File: src/rtl/instruction_fetch_pkg.sv
// Shared types and constants for the instruction fetch stage.
//   RESET_VECTOR : default first fetch address after reset
//   FetchPacket  : {pc, instruction} entry held in the fetch buffer
package instruction_fetch_pkg;

  localparam logic [31:0] RESET_VECTOR = 32'h0000_0000;

  typedef struct packed {
    logic [31:0] pc;
    logic [31:0] instruction;
  } FetchPacket;

endpackage

File: src/rtl/instruction_fetch_fetch_queue.sv
// Synchronous FIFO used for both the pending-PC queue and the fetch buffer.
// Ports:
//   i_clk, i_reset         : clock, synchronous active-high reset
//   i_flush                : empties the queue on the next edge
//   i_push, i_push_data    : write side
//   i_pop, o_head          : read side; o_head is the oldest entry
//   o_full, o_empty, o_count : occupancy status (registered)
module fetch_queue #(
  parameter int unsigned WIDTH = 32,
  parameter int unsigned DEPTH = 4,
  localparam int unsigned AW = $clog2(DEPTH)
) (
  input  logic             i_clk,
  input  logic             i_reset,
  input  logic             i_flush,
  input  logic             i_push,
  input  logic [WIDTH-1:0] i_push_data,
  input  logic             i_pop,
  output logic [WIDTH-1:0] o_head,
  output logic             o_full,
  output logic             o_empty,
  output logic [AW:0]      o_count
);

  logic [WIDTH-1:0] r_mem [DEPTH];
  logic [AW-1:0]    r_wr_ptr;
  logic [AW-1:0]    r_rd_ptr;
  logic [AW:0]      r_count;
  logic             w_do_push;
  logic             w_do_pop;

  assign o_full    = (r_count == (AW+1)'(DEPTH));
  assign o_empty   = (r_count == '0);
  assign o_count   = r_count;
  assign o_head    = r_mem[r_rd_ptr];
  // A push into a full queue is only accepted when the head leaves in the same cycle.
  assign w_do_pop  = i_pop && !o_empty;
  assign w_do_push = i_push && (!o_full || w_do_pop);

  always_ff @(posedge i_clk) begin
    if (i_reset || i_flush) begin
      r_wr_ptr <= '0;
      r_rd_ptr <= '0;
      r_count  <= '0;
    end else begin
      if (w_do_push) r_wr_ptr <= r_wr_ptr + AW'(1);
      if (w_do_pop)  r_rd_ptr <= r_rd_ptr + AW'(1);
      case ({w_do_push, w_do_pop})
        2'b10:   r_count <= r_count + (AW+1)'(1);
        2'b01:   r_count <= r_count - (AW+1)'(1);
        default: r_count <= r_count;
      endcase
    end
  end

  always_ff @(posedge i_clk) begin
    if (w_do_push) r_mem[r_wr_ptr] <= i_push_data;
  end

endmodule

File: src/rtl/instruction_fetch.sv
// Fetch stage: owns the PC, issues in-order word requests to instruction
// memory, buffers returned words with their PCs and hands them to decode.
// A redirect flushes buffered packets and discards in-flight responses.
// Ports:
//   clk, reset                         : clock, synchronous active-high reset
//   imem_req_valid/ready/addr          : request channel to instruction memory
//   imem_resp_valid/data               : in-order response channel (no backpressure)
//   redirect_valid/pc                  : flush and restart fetch at redirect_pc
//   if_valid/ready/pc/instruction      : packet handshake to decode
module instruction_fetch
  import instruction_fetch_pkg::*;
#(
  parameter logic [31:0] RESET_PC = RESET_VECTOR,
  parameter int unsigned DEPTH    = 4
) (
  input  logic        clk,
  input  logic        reset,
  output logic        imem_req_valid,
  input  logic        imem_req_ready,
  output logic [31:0] imem_req_addr,
  input  logic        imem_resp_valid,
  input  logic [31:0] imem_resp_data,
  input  logic        redirect_valid,
  input  logic [31:0] redirect_pc,
  output logic        if_valid,
  input  logic        if_ready,
  output logic [31:0] if_pc,
  output logic [31:0] if_instruction
);

  localparam int unsigned CW = $clog2(DEPTH) + 1;

  logic [31:0]   r_fetch_pc;
  logic [CW-1:0] r_kill_count;

  logic [CW-1:0] w_pend_count;
  logic [CW-1:0] w_buf_count;
  logic          w_pend_full;
  logic          w_pend_empty;
  logic          w_buf_full;
  logic          w_buf_empty;
  logic [31:0]   w_pend_pc;
  FetchPacket    w_buf_push_pkt;
  FetchPacket    w_buf_head;
  logic [CW:0]   w_in_use;
  logic [CW-1:0] w_owed;
  logic          w_req_fire;
  logic          w_resp_pop;
  logic          w_resp_keep;
  logic          w_if_fire;

  // Credit: outstanding requests plus buffered packets never exceed DEPTH,
  // so every response is guaranteed a buffer slot.
  assign w_in_use       = {1'b0, w_pend_count} + {1'b0, w_buf_count};
  assign imem_req_valid = !reset && !redirect_valid && !w_pend_full && !w_buf_full
                          && (w_in_use < (CW+1)'(DEPTH));
  assign imem_req_addr  = r_fetch_pc;
  assign w_req_fire     = imem_req_valid && imem_req_ready;

  // Every response retires one pending PC; it is kept only when nothing is
  // left to kill and no redirect is flushing this cycle.
  assign w_resp_pop  = imem_resp_valid && !w_pend_empty;
  assign w_resp_keep = w_resp_pop && (r_kill_count == '0) && !redirect_valid;

  // Responses still owed after this cycle; no request can be accepted in a
  // redirect cycle, so only the arriving response is subtracted.
  assign w_owed = w_pend_count - CW'(w_resp_pop);

  assign if_valid       = !w_buf_empty;
  assign w_if_fire      = if_valid && if_ready;
  assign if_pc          = if_valid ? w_buf_head.pc : '0;
  assign if_instruction = if_valid ? w_buf_head.instruction : '0;

  always_comb begin
    w_buf_push_pkt             = '0;
    w_buf_push_pkt.pc          = w_pend_pc;
    w_buf_push_pkt.instruction = imem_resp_data;
  end

  always_ff @(posedge clk) begin
    if (reset) begin
      r_fetch_pc <= {RESET_PC[31:2], 2'b00};
    end else if (redirect_valid) begin
      r_fetch_pc <= redirect_pc & 32'hFFFF_FFFC;
    end else if (w_req_fire) begin
      r_fetch_pc <= r_fetch_pc + 32'd4;
    end
  end

  always_ff @(posedge clk) begin
    if (reset) begin
      r_kill_count <= '0;
    end else if (redirect_valid) begin
      r_kill_count <= w_owed;
    end else if (w_resp_pop && (r_kill_count != '0)) begin
      r_kill_count <= r_kill_count - CW'(1);
    end
  end

  fetch_queue #(
    .WIDTH (32),
    .DEPTH (DEPTH)
  ) u_pending (
    .i_clk       (clk),
    .i_reset     (reset),
    .i_flush     (1'b0),
    .i_push      (w_req_fire),
    .i_push_data (r_fetch_pc),
    .i_pop       (w_resp_pop),
    .o_head      (w_pend_pc),
    .o_full      (w_pend_full),
    .o_empty     (w_pend_empty),
    .o_count     (w_pend_count)
  );

  fetch_queue #(
    .WIDTH ($bits(FetchPacket)),
    .DEPTH (DEPTH)
  ) u_buffer (
    .i_clk       (clk),
    .i_reset     (reset),
    .i_flush     (redirect_valid),
    .i_push      (w_resp_keep),
    .i_push_data (w_buf_push_pkt),
    .i_pop       (w_if_fire),
    .o_head      (w_buf_head),
    .o_full      (w_buf_full),
    .o_empty     (w_buf_empty),
    .o_count     (w_buf_count)
  );

endmodule
File: config.mk
export PLATFORM = sky130hd
export DESIGN_NAME = instruction_fetch
export DESIGN_NICKNAME = d
export VERILOG_FILES = /design/src/rtl/instruction_fetch_pkg.sv /design/src/rtl/instruction_fetch_fetch_queue.sv /design/src/rtl/instruction_fetch.sv
export SDC_FILE = /design/constraint.sdc
export NUM_CORES = 1
export LEC_CHECK = 0
export BUFFER_PORTS_ARGS = -buffer_cell sky130_fd_sc_hd__buf_2
export CORE_MARGIN = 10
export CORE_UTILIZATION = 30
export CTS_CLUSTER_SIZE = 20
export DETAILED_ROUTE_END_ITERATION = 8
export SYNTH_ARGS = -nofsm -noshare
export SYNTH_HDL_FRONTEND = slang
export SYNTH_SLANG_ARGS = --single-unit
File: constraint.sdc
create_clock -name clk -period 7.6 [get_ports clk]
set_clock_uncertainty 0.1 [all_clocks]
set_input_delay 0 -clock clk [delete_from_list [all_inputs] [get_ports clk]]
set_output_delay 0 -clock clk [all_outputs]
set_load 0.1 [all_outputs]
==> results.py <==
metrics = {
    "timing": {
        "fin_setup_tns_ps": 0,
        "rsz0062_at_grt": "false",
        "fmax_mhz": 255,
        "worst_pin_slew_ps": 1100,
        "setup_viol": 0,
        "worst_slack_ps": 3680,
        "finalHoldViolations": 0,
        "report.final.slew_viol_count": 0,
        "fin_crit_sh_pct": 51.5,
        "fin_crit_ps": 3920,
        "holdWs_ps": 85.0,
        "relSlewSlack_pct": 26.7,
    },
    "worst_setup_path": {
        "r2r_end": "imem_req_addr[4]$_SDFFE_PP0P_",
        "arrival_ps": 4340,
        "rr_worst_depth": 8,
        "cp-start-kind": "flip-flop",
        "slowest_delay_ps": 700,
        "path_class": "reg2reg",
        "slowest_stage": "nor2_2",
        "critPathMaxFanout": 16,
        "rrSetupSlack_ps": 3680,
        "critPathBufInv": 2,
        "r2r_start": "u_pending.o_count[2]$_SDFFE_PP0P_",
        "critical_path_required_ps": 8020,
        "path_cells": "ha_1 > or3_1 > or3_1 > nor2_2 > a32oi_1 > dlygate4sd3_1 > a21oi_1 > dlygate4sd3_1",
        "critical-path-top-delay-family": "simple AND/OR/NAND/NOR gates",
        "crit_path_end_kind": "flip-flop",
    },
    "global_route": {
        "grt_pass1_wl_um": 62200,
        "antenna_found_initial": 0,
        "grt_pass1_vias": 10100,
        "grt_use_total_pct": 12.2,
        "grt_overflow": 0,
        "grt_start_max_net_pins": 68,
    },
    "clock_network": {
        "clockBufferDepth": 3,
        "clock-sinks": 419,
        "cts_setup_buffers": 0,
        "clock_latency_ps": 580,
        "cts_buffers": 47,
        "clk_pin_slew_ps": 60,
        "root_buffer": "clkbuf_16",
        "cts-htree-levels": 2,
        "cts_tree": "built",
        "cts_resized": 0,
    },
    "routing": {
        "avgViaCountPerCell": 4.71,
        "drt_iter0_drc": 644,
        "top_layer_used": "met4",
        "wl_met2_um": 19700,
        "met3_length_um": 2290,
        "ant_nets": 0,
        "drt-met1-wl_um": 17600,
        "vias": 9440,
        "wl_per_cell_um": 20.2,
        "drc": 0,
        "wirelength_um": 40400,
        "drt_pass1_iterations": 5,
    },
    "finish": {
        "nFillCells": 5162,
        "fin_area_sq_um": 21000,
        "nNetsFinal": 1305,
        "area_delta_synth_final_pct": 26.0,
        "stdcell_count": 2003,
        "num_antenna_cells": 0,
        "drive_above_1_share_pct": 28.4,
    },
    "logic_synthesis": {
        "netlist_area_sq_um": 16700,
        "synth_cell_types": 61,
        "syn_area_per_cell_sq_um": 17.9,
        "synth_ff_type": "edfxtp_1",
        "synth_cells": 931,
        "ys_seq_elements": 419,
        "synth_warnings": 0,
        "seq_area_frac_synth_pct": 72.3,
        "async_flop_share_pct": 0,
        "synth_edf_count": 368,
    },
    "place": {
        "placed_cells": 1802,
        "dpl-instance-area_sq_um": 18300,
        "hpwl_um": 23900,
        "place.port_buffers": 161,
        "place_congestion": 0.808,
        "post-place-ws_ps": 3850,
    },
    "floorplan": {
        "core_sq_um": 55100,
        "start_util_pct": 30.3,
        "ios": 168,
        "die_y_um": 256,
        "dieArea_sq_um": 65500,
        "die_w_um": 256,
        "rows": 86,
    },
    "power": {
        "leakagePower_nw": 7.07,
        "p_per_area_nw_per_um2": 283,
        "ir_drop_mv": 0.177,
    },
    "status": {
        "status": "complete, no violations",
    },
    "job": {
        "max_cap_violations": 0,
    },
    "worst_hold_path": {
        "hold_path_class": "in2reg",
        "hp-start": "imem_resp_data[1]",
        "min_to": "u_buffer.r_mem[2][1]$_DFFE_PP_",
        "min_path_cells": 2,
    },
}
-- through the flow --
step / util [%] / power, mW
2_1_floorplan: - / 3.44
3_3_place_gp: 33.3 / 3.65
3_5_place_dp: 33.3 / 3.66
4_1_cts: 38.2 / 6.03
5_1_grt: 38.2 / 6.19
6_report: 38.2 / 5.95
-- synth_stat cells, drive strengths merged (2+ instances only) --
library cell | n | area share (%)
a211oi | 7 | 0.31
a21oi | 26 | 0.80
a221oi | 2 | 0.10
a22oi | 2 | 0.090
a311oi | 4 | 0.21
a31oi | 9 | 0.34
a32oi | 4 | 0.21
and2 | 68 | 2.5
and3 | 7 | 0.26
and4 | 4 | 0.21
buf | 19 | 0.63
clkbuf | 32 | 0.72
dfxtp | 51 | 6.1
edfxtp | 368 | 66
fa | 2 | 0.24
ha | 16 | 1.2
inv | 21 | 0.47
mux2 | 3 | 0.22
mux4 | 92 | 12
nand2 | 34 | 0.76
nand2b | 6 | 0.22
nand3 | 12 | 0.36
nand3b | 2 | 0.090
nand4 | 19 | 0.71
nor2 | 33 | 0.76
nor3 | 10 | 0.30
nor3b | 3 | 0.13
nor4 | 12 | 0.49
o211ai | 4 | 0.18
o21ai | 7 | 0.21
o22ai | 2 | 0.075
o311ai | 2 | 0.10
or2 | 3 | 0.11
or3 | 8 | 0.30
or4 | 5 | 0.22
xnor2 | 11 | 0.58
xor2 | 6 | 0.31
-- power breakdown --
group | switching, mW | leakage [nW] | internal [mW] | total, mW
combinational | 0.667 | 2.55 | 0.285 | 0.951
clock | 0.905 | 0.760 | 1.39 | 2.30
sequential | 0.0622 | 3.76 | 2.63 | 2.70
total | 1.63 | 7.07 | 4.31 | 5.95
-- area by class of cell --
| class | count | area (sq um) | share of cell area, % |
|---|---|---|---|
| Sequential cell | 419 | 12100 | 57.4 |
| Multi-Input combinational cell | 442 | 4340 | 20.6 |
| Timing Repair Buffer | 285 | 2020 | 9.61 |
| Clock buffer | 65 | 1280 | 6.10 |
| Tap cell | 748 | 936 | 4.45 |
| Clock inverter | 22 | 292 | 1.39 |
| Inverter | 22 | 82.6 | 0.393 |
-- kinds of logic after synthesis --
group | share of synthesized area, %
DFF | 72.3
and+or+nand+nor | 7.66
muxes | 12.7
AOI/OAI and AO/OA | 3.13
buffers and inverters | 1.84
adders and majority gates | 1.44
xor gates and xnor gates | 0.892
other | 0.0225
-- metal layers --
layer	global-route usage (%)	up-vias
met5	0	-
met4	3.97	0
met3	2.67	55
met2	20.5	286
met1	15.5	4815
li1	-	4284
-- layout by cell type (no fill, tap or decap), types with 5 or more instances in the layout --
cell type	Yosys	routed
o21ai_0	7	7
nand3_1	12	12
nand2b_1	6	6
nand4_1	19	19
dfxtp_1	51	47
and2_1	68	64
ha_1	16	16
mux4_2	92	92
buf_4	4	10
a31oi_1	9	9
dlygate4sd3_1	0	114
xnor2_1	11	11
buf_2	3	161
a21oi_1	25	25
clkbuf_16	0	47
or4_1	5	5
clkbuf_1	32	14
clkinv_2	0	5
nor4_1	11	11
bufinv_16	0	6
xor2_1	6	6
a211oi_1	7	7
nor2_1	32	32
clkinv_1	1	5
inv_1	20	20
edfxtp_1	368	368
nor3_1	10	10
nand2_1	34	34
or3_1	8	7
-- what timing repair did --
| item | in CTS | in global routing |
|---|---|---|
| endpoints found under the setup margin | 0 | 0 |
| hold endpoints to repair | 179 | 0 |
| hold buffers | 114 | 0 |
-- worst max path at each step --
| stage | from | endpoint | slack (ps) | cells after the start |
|---|---|---|---|---|
| floorplan | u_pending.o_count[0]$_SDFFE_PP0P_ | u_buffer.r_mem[0][0]$_DFFE_PP_ | 4030 | 3 |
| global placement | u_pending.o_count[2]$_SDFFE_PP0P_ | u_pending.o_count[2]$_SDFFE_PP0P_ | 3880 | 11 |
| CTS | u_pending.o_count[2]$_SDFFE_PP0P_ | imem_req_addr[4]$_SDFFE_PP0P_ | 3740 | 8 |
| detailed placement | u_pending.o_count[2]$_SDFFE_PP0P_ | u_pending.o_count[2]$_SDFFE_PP0P_ | 3850 | 11 |
| global route | u_pending.o_count[2]$_SDFFE_PP0P_ | imem_req_addr[4]$_SDFFE_PP0P_ | 3480 | 8 |
| finish | u_pending.o_count[2]$_SDFFE_PP0P_ | imem_req_addr[4]$_SDFFE_PP0P_ | 3680 | 8 |
-- worst reg2reg max path, delay by kind of cell, from the launching register on --
family                   cells  cell delay, ps
AO/OA/AOI/OAI                2             320
adder cells (fa/ha/maj)      1             260
buffers and inverters        2            1150
flip-flops                   1             430
AND/OR/NAND/NOR              3            1590
-- sequential cells by signal (all words and copies together), names as in the netlist, named ones only --
name                flops
u_pending.r_mem       120
imem_req_addr          30
u_buffer.r_wr_ptr       2
u_pending.r_wr_ptr      2
u_pending.r_rd_ptr      2
u_buffer.r_rd_ptr       2
u_buffer.r_mem        248
u_buffer.o_count        3
u_pending.o_count       3
r_kill_count            3
No activity file was read; power rests on OpenSTA's default activity.
